File: src/rtl/filter_pkg.sv
// Shared types and field layout for the particle_filter run sequencer.
// A parameter table entry is {rate[15:10], cache_num[9:0]}.
package filter_pkg;

    typedef enum logic [1:0] {
        ST_IDLE  = 2'd0,
        ST_ARM   = 2'd1,
        ST_RUN   = 2'd2,
        ST_DRAIN = 2'd3
    } sched_state_e;

    localparam int RATE_MSB          = 15;
    localparam int RATE_LSB          = 10;
    localparam int CACHE_MSB         = 9;
    localparam int CACHE_LSB         = 0;
    localparam int MAX_CACHE_NUM_DEF = 1022;

    // True when the cache_num field of a table word is within the legal range.
    function automatic logic cache_num_ok(input logic [15:0] word, input int max_cache);
        return int'(word[CACHE_MSB:CACHE_LSB]) <= max_cache;
    endfunction

endpackage

File: src/rtl/filter_track_scheduler_wr_arb.sv
// Host write port into the parameter BRAM (port A).
// A write is committed only while the sequencer is idle and the cache_num
// field is legal; otherwise it is refused. Everything is registered, so the
// BRAM strobe and the ack/rej pulse appear one clock after the request.
module track_para_wr_arb
    import filter_pkg::*;
#(
    parameter int ADDR_WIDTH    = 14,
    parameter int MAX_CACHE_NUM = MAX_CACHE_NUM_DEF
) (
    input  logic                  clk_i,
    input  logic                  rst_i,
    input  logic                  wr_allow_i,
    input  logic                  cfg_wr_en_i,
    input  logic [ADDR_WIDTH-1:0] cfg_wr_addr_i,
    input  logic [15:0]           cfg_wr_data_i,
    output logic                  cfg_wr_ack_o,
    output logic                  cfg_wr_rej_o,
    output logic                  para_wea_o,
    output logic [ADDR_WIDTH-1:0] para_addra_o,
    output logic [15:0]           para_dina_o
);

    // Check each request and either strobe the BRAM with ack, or pulse rej.
    always_ff @(posedge clk_i) begin
        if (rst_i) begin
            cfg_wr_ack_o <= 1'b0;
            cfg_wr_rej_o <= 1'b0;
            para_wea_o   <= 1'b0;
            para_addra_o <= '0;
            para_dina_o  <= '0;
        end else begin
            cfg_wr_ack_o <= 1'b0;
            cfg_wr_rej_o <= 1'b0;
            para_wea_o   <= 1'b0;
            if (cfg_wr_en_i) begin
                if (wr_allow_i && cache_num_ok(cfg_wr_data_i, MAX_CACHE_NUM)) begin
                    para_wea_o   <= 1'b1;
                    cfg_wr_ack_o <= 1'b1;
                    para_addra_o <= cfg_wr_addr_i;
                    para_dina_o  <= {cfg_wr_data_i[RATE_MSB:RATE_LSB],
                                     cfg_wr_data_i[CACHE_MSB:CACHE_LSB]};
                end else begin
                    cfg_wr_rej_o <= 1'b1;
                end
            end
        end
    end

endmodule

File: src/rtl/filter_track_scheduler.sv
// Run sequencer for particle_filter: IDLE -> ARM (wait for encoder index)
// -> RUN (laser on for N tracks) -> DRAIN (pipeline flush) -> IDLE + done.
// abort_i returns to IDLE from any state and outranks every other input.
// The parameter table may only be written while IDLE.
// dbg_state_o exposes the FSM state for checkers.
module filter_track_scheduler
    import filter_pkg::*;
#(
    parameter int ADDR_WIDTH    = 14,
    parameter int DRAIN_CYCLES  = 64,
    parameter int MAX_CACHE_NUM = MAX_CACHE_NUM_DEF
) (
    input  logic                  clk_i,
    input  logic                  rst_i,
    input  logic                  start_i,
    input  logic                  abort_i,
    input  logic [ADDR_WIDTH-1:0] track_num_i,
    input  logic                  encode_zero_flag_i,
    output logic                  laser_start_o,
    output logic [ADDR_WIDTH-1:0] track_idx_o,
    output logic                  busy_o,
    output logic                  done_o,
    output logic                  err_o,
    input  logic                  cfg_wr_en_i,
    input  logic [ADDR_WIDTH-1:0] cfg_wr_addr_i,
    input  logic [15:0]           cfg_wr_data_i,
    output logic                  cfg_wr_ack_o,
    output logic                  cfg_wr_rej_o,
    output logic                  para_wea_o,
    output logic [ADDR_WIDTH-1:0] para_addra_o,
    output logic [15:0]           para_dina_o,
    output logic [1:0]            dbg_state_o
);

    localparam int DRAIN_W = (DRAIN_CYCLES > 1) ? $clog2(DRAIN_CYCLES) : 1;

    sched_state_e          state_q, state_d;
    logic [ADDR_WIDTH-1:0] n_q;
    logic [ADDR_WIDTH-1:0] track_idx_q;
    logic [DRAIN_W-1:0]    drain_cnt_q;
    logic                  laser_q, done_q, err_q;
    logic                  last_track, drain_last, start_bad;

    assign last_track = (track_idx_q == n_q - ADDR_WIDTH'(1));
    assign drain_last = (drain_cnt_q == DRAIN_W'(DRAIN_CYCLES - 1));
    // A start is an error when busy or with zero tracks, unless abort masks it.
    assign start_bad  = start_i && !abort_i &&
                        ((state_q != ST_IDLE) || (track_num_i == '0));

    // Next-state logic; abort overrides every transition.
    always_comb begin
        state_d = state_q;
        unique case (state_q)
            ST_IDLE:  if (start_i && (track_num_i != '0)) state_d = ST_ARM;
            ST_ARM:   if (encode_zero_flag_i) state_d = ST_RUN;
            ST_RUN:   if (encode_zero_flag_i && last_track) state_d = ST_DRAIN;
            ST_DRAIN: if (drain_last) state_d = ST_IDLE;
            default:  state_d = ST_IDLE;
        endcase
        if (abort_i) state_d = ST_IDLE;
    end

    // State register, track/drain counters and registered status outputs.
    always_ff @(posedge clk_i) begin
        if (rst_i) begin
            state_q     <= ST_IDLE;
            n_q         <= '0;
            track_idx_q <= '0;
            drain_cnt_q <= '0;
            laser_q     <= 1'b0;
            done_q      <= 1'b0;
            err_q       <= 1'b0;
        end else begin
            state_q <= state_d;
            // Laser follows RUN one clock late, but drops with abort at once.
            laser_q <= (state_q == ST_RUN) && !abort_i;
            done_q  <= (state_q == ST_DRAIN) && drain_last && !abort_i;
            err_q   <= start_bad;

            if (state_d == ST_IDLE) begin
                track_idx_q <= '0;
            end else if (state_q == ST_IDLE) begin
                track_idx_q <= '0;
                n_q         <= track_num_i;
            end else if ((state_q == ST_RUN) && encode_zero_flag_i && !last_track) begin
                track_idx_q <= track_idx_q + ADDR_WIDTH'(1);
            end

            if ((state_q == ST_DRAIN) && (state_d == ST_DRAIN)) begin
                drain_cnt_q <= drain_cnt_q + DRAIN_W'(1);
            end else begin
                drain_cnt_q <= '0;
            end
        end
    end

    assign laser_start_o = laser_q;
    assign track_idx_o   = track_idx_q;
    assign busy_o        = (state_q != ST_IDLE);
    assign done_o        = done_q;
    assign err_o         = err_q;
    assign dbg_state_o   = state_q;

    track_para_wr_arb #(
        .ADDR_WIDTH    (ADDR_WIDTH),
        .MAX_CACHE_NUM (MAX_CACHE_NUM)
    ) u_wr_arb (
        .clk_i         (clk_i),
        .rst_i         (rst_i),
        .wr_allow_i    (state_q == ST_IDLE),
        .cfg_wr_en_i   (cfg_wr_en_i),
        .cfg_wr_addr_i (cfg_wr_addr_i),
        .cfg_wr_data_i (cfg_wr_data_i),
        .cfg_wr_ack_o  (cfg_wr_ack_o),
        .cfg_wr_rej_o  (cfg_wr_rej_o),
        .para_wea_o    (para_wea_o),
        .para_addra_o  (para_addra_o),
        .para_dina_o   (para_dina_o)
    );

endmodule

File: config.mk
export PLATFORM = sky130hd
export DESIGN_NAME = filter_track_scheduler
export DESIGN_NICKNAME = d
export VERILOG_FILES = /design/src/rtl/filter_pkg.sv /design/src/rtl/filter_track_scheduler_wr_arb.sv /design/src/rtl/filter_track_scheduler.sv
export SDC_FILE = /design/constraint.sdc
export NUM_CORES = 1
export LEC_CHECK = 0
export ABC_AREA = 1
export BUFFER_PORTS_ARGS = -buffer_cell sky130_fd_sc_hd__buf_2
export CAP_MARGIN = 30
export CORE_MARGIN = 4
export CORE_UTILIZATION = 40
export CTS_CLUSTER_DIAMETER = 40
export DETAILED_ROUTE_END_ITERATION = 7
export SLEW_MARGIN = 25
export SYNTH_ARGS = -nofsm -noshare
export SYNTH_HDL_FRONTEND = slang
export SYNTH_SLANG_ARGS = --single-unit
export TNS_END_PERCENT = 50
File: constraint.sdc
create_clock -name clk_i -period 5 [get_ports clk_i]
set_clock_uncertainty 0.15 [all_clocks]
set_input_delay 1 -clock clk_i [delete_from_list [all_inputs] [get_ports clk_i]]
set_output_delay 1 -clock clk_i [all_outputs]
set_load 0.005 [all_outputs]
==> results.sh <==
export IMPL_multiInputGateArea_um2=1790
export IMPL_rsz0062_at_grt="false"
export IMPL_synth_xor_area_share=0.0519
export IMPL_holdPathStages=1
export IMPL_ys_ff_latch=71
export IMPL_fin_area_um2=4320
export IMPL_num_vias=3572
export IMPL_grt_max_degree=46
export IMPL_final_cell_mix="110 x nor2_1, 102 x buf_2, 101 x nand2_1"
export IMPL_synth_compound_area_share=0.0965
export IMPL_routed_wl_mm=9.03
export IMPL_drt_iter0_markers=124
export IMPL_grt_use_total=0.177
export IMPL_hold_violations=0
export IMPL_irDropWorstVdd_mv=0.183
export IMPL_ant_nets=0
export IMPL_clock_fmax_mhz=335
export IMPL_fin_util=0.497
export IMPL_max_clock_path_buffers=2
export IMPL_drtPass1Iterations=4
export IMPL_post_route_min_period_ps=2990
export IMPL_path_cells="inv_1 -> ha_1 -> nand2_2 -> nor2_2 -> nand2_1 -> xor2_1 -> nand2_1 -> nor2_1 -> nand3_1 -> nand2_1 -> nand2_2 -> nand2_2 -> nand3_2 -> a21oi_1"
export IMPL_syn_num_nets=586
export IMPL_synthAdderAreaFrac=0.0106
export IMPL_timing_critical_path_buf_inv=1
export IMPL_ys_types=29
export IMPL_rows=34
export IMPL_die_y_um=102
export IMPL_slowest_stage="nand2_2"
export IMPL_ios=103
export IMPL_path_class="reg2reg"
export IMPL_wire_per_inst_um=12.2
export IMPL_hold_buffers=0
export IMPL_worstPathRequired_ps=5120
export IMPL_synthCells=533
export IMPL_tightest_slew_ps=808
export IMPL_place_area_um2=4090
export IMPL_cts_root_buf="clkbuf_8"
export IMPL_final_common_cell="nor2_1"
export IMPL_path_max_fanout=29
export IMPL_setup_tns_ps=0
export IMPL_grt_pass1_wl_mm=14.9
export IMPL_status="finished, final reports clean"
export IMPL_cp_top_family="simple AND/OR/NAND/NOR gates"
export IMPL_n_antenna_cell=0
export IMPL_io_buffers=102
export IMPL_route_detailed_drc=0
export IMPL_yosys_warnings=0
export IMPL_die_x_um=102
export IMPL_cts_sinks=71
export IMPL_die_area_um2=10400
export IMPL_fillers=920
export IMPL_avgSynthCellArea_um2=6.64
export IMPL_gp_congestion=0.872
export IMPL_dp_hpwl_mm=6.89
export IMPL_drive_gt1_frac=0.212
export IMPL_powerDensity_nw_per_um2=316
export IMPL_crit_cells=14
export IMPL_period_share=0.597
export IMPL_clkTransAtPathRegs_ps=80
export IMPL_core_area_um2=8680
export IMPL_cts_tree="built"
export IMPL_initial_core_util=0.408
export IMPL_first_global_vias=3304
export IMPL_max_stage_delay_ps=380
export IMPL_worstSetupStartpointType="register"
export IMPL_synth_seq_area_share=0.401
export IMPL_overflow=0
export IMPL_viasPerCell=4.83
export IMPL_area_growth_pct=21.9
export IMPL_numCtsBuffers=9
export IMPL_slew_violations=0
export IMPL_setup_viol=0
export IMPL_postCtsSetupBuffers=0
export IMPL_cap_violations=0
export IMPL_clock_latency_ps=340
export IMPL_synthSimpleGateAreaFrac=0.347
export IMPL_cp_arrival_ps=3100
export IMPL_htree_levels=3
export IMPL_cts_resized=0
export IMPL_synth_mux_area_frac=0
export IMPL_nNetsFinal=679
export IMPL_hp_class="reg2reg"
export IMPL_synthesis_area_um2=3540
export IMPL_regArea_um2=1420
export IMPL_synth_top_family_by_area="simple AND/OR/NAND/NOR gates"
export IMPL_rr_worst_depth=14
export IMPL_grt_antenna_before_repair=0
export IMPL_endpoint_kind="register"
export IMPL_p_leak_nw=2.09
export IMPL_relSlewSlack=0.459
export IMPL_holdWs_ps=319
[routing by layer]
layer / track usage / part of all wire / routed length, µm / up-vias
met5: 0 / 0 / 0 / -
met4: 0.0373 / 0.0049 / 44 / 0
met3: 0.0785 / 0.086 / 777 / 7
met2: 0.288 / 0.48 / 4300 / 81
met1: 0.216 / 0.43 / 3900 / 1612
li1: - / - / - / 1872
[flip-flops by register name (all words and copies together), names as in the netlist]
signal	count
u_wr_arb.cfg_wr_rej_o	1
n_q	14
dbg_state_o	2
u_wr_arb.cfg_wr_ack_o	1
done_o	1
laser_start_o	1
drain_cnt_q	6
track_idx_o	14
u_wr_arb.para_addra_o	14
u_wr_arb.para_dina_o	16
err_o	1
[report_power, final]
part | total, W | internal (W) | switching (W)
Sequential | 0.000627 | 0.000600 | 0.0000272
Clock | 0.000483 | 0.000252 | 0.000231
Combinational | 0.000253 | 0.000101 | 0.000151
[synth_stat cells (all sizes together)]
| library cell | instances | area share |
|---|---|---|
| nor2 | 117 | 0.13 |
| nand2 | 105 | 0.11 |
| dfxtp | 71 | 0.40 |
| inv | 56 | 0.059 |
| nand3 | 43 | 0.062 |
| o21ai | 35 | 0.049 |
| a21oi | 32 | 0.045 |
| xor2 | 15 | 0.037 |
| clkbuf | 14 | 0.015 |
| nor3 | 11 | 0.016 |
| buf | 9 | 0.018 |
| nand4 | 8 | 0.014 |
| xnor2 | 6 | 0.015 |
| ha | 3 | 0.011 |
| nor4 | 2 | 0.0035 |
| and2 | 1 | 0.0018 |
| and3 | 1 | 0.0018 |
| nand3b | 1 | 0.0021 |
| o22ai | 1 | 0.0018 |
| or2 | 1 | 0.0018 |
| or3 | 1 | 0.0018 |
[final cells by class]
cell class,instances,share of cell area
Multi-Input combinational cell,383,0.416
Inverter,56,0.0487
Tap cell,108,0.0313
Timing Repair Buffer,105,0.126
Sequential cell,71,0.329
Clock inverter,6,0.0171
Clock buffer,10,0.0319
[worst reg2reg max path: stages, from the launching register on]
cell and delay [ps]:
dfxtp_1 350, inv_1 110, ha_1 250, nand2_2 130
nor2_2 160, nand2_1 80, xor2_1 140, nand2_1 60
nor2_1 230, nand3_1 120, nand2_1 110, nand2_2 60
nand2_2 380, nand3_2 370, a21oi_1 230
[cell families after synthesis]
logic type                 Yosys count
and+or+nand+nor                    291
AOI/OAI and AO/OA                   68
buffers and inverters               79
xor gates and xnor gates            21
adders and majority gates            3
DFF                                 71
[per-stage QoR]
stage,setup slack [ps],power [W],cells
2_1_floorplan,2560,0.000813,533
3_3_place_gp,1800,0.000887,721
3_5_place_dp,1740,0.000893,722
4_1_cts,2020,0.00138,738
5_1_grt,1640,0.00145,739
6_report,2010,0.00136,739
[worst paths after layout]
path / end / startpoint / slack (ps)
setup / recovery: track_idx_o[10]$_SDFFE_PP0P_ / n_q[0]$_SDFFE_PP0P_ / 2010
hold / removal: drain_cnt_q[0]$_SDFF_PP0_ / drain_cnt_q[0]$_SDFF_PP0_ / 320
setup reg to reg: track_idx_o[10]$_SDFFE_PP0P_ / n_q[0]$_SDFFE_PP0P_ / 2010
hold reg to reg: drain_cnt_q[0]$_SDFF_PP0_ / drain_cnt_q[0]$_SDFF_PP0_ / 320
No activity file was read; power rests on OpenSTA's default activity.
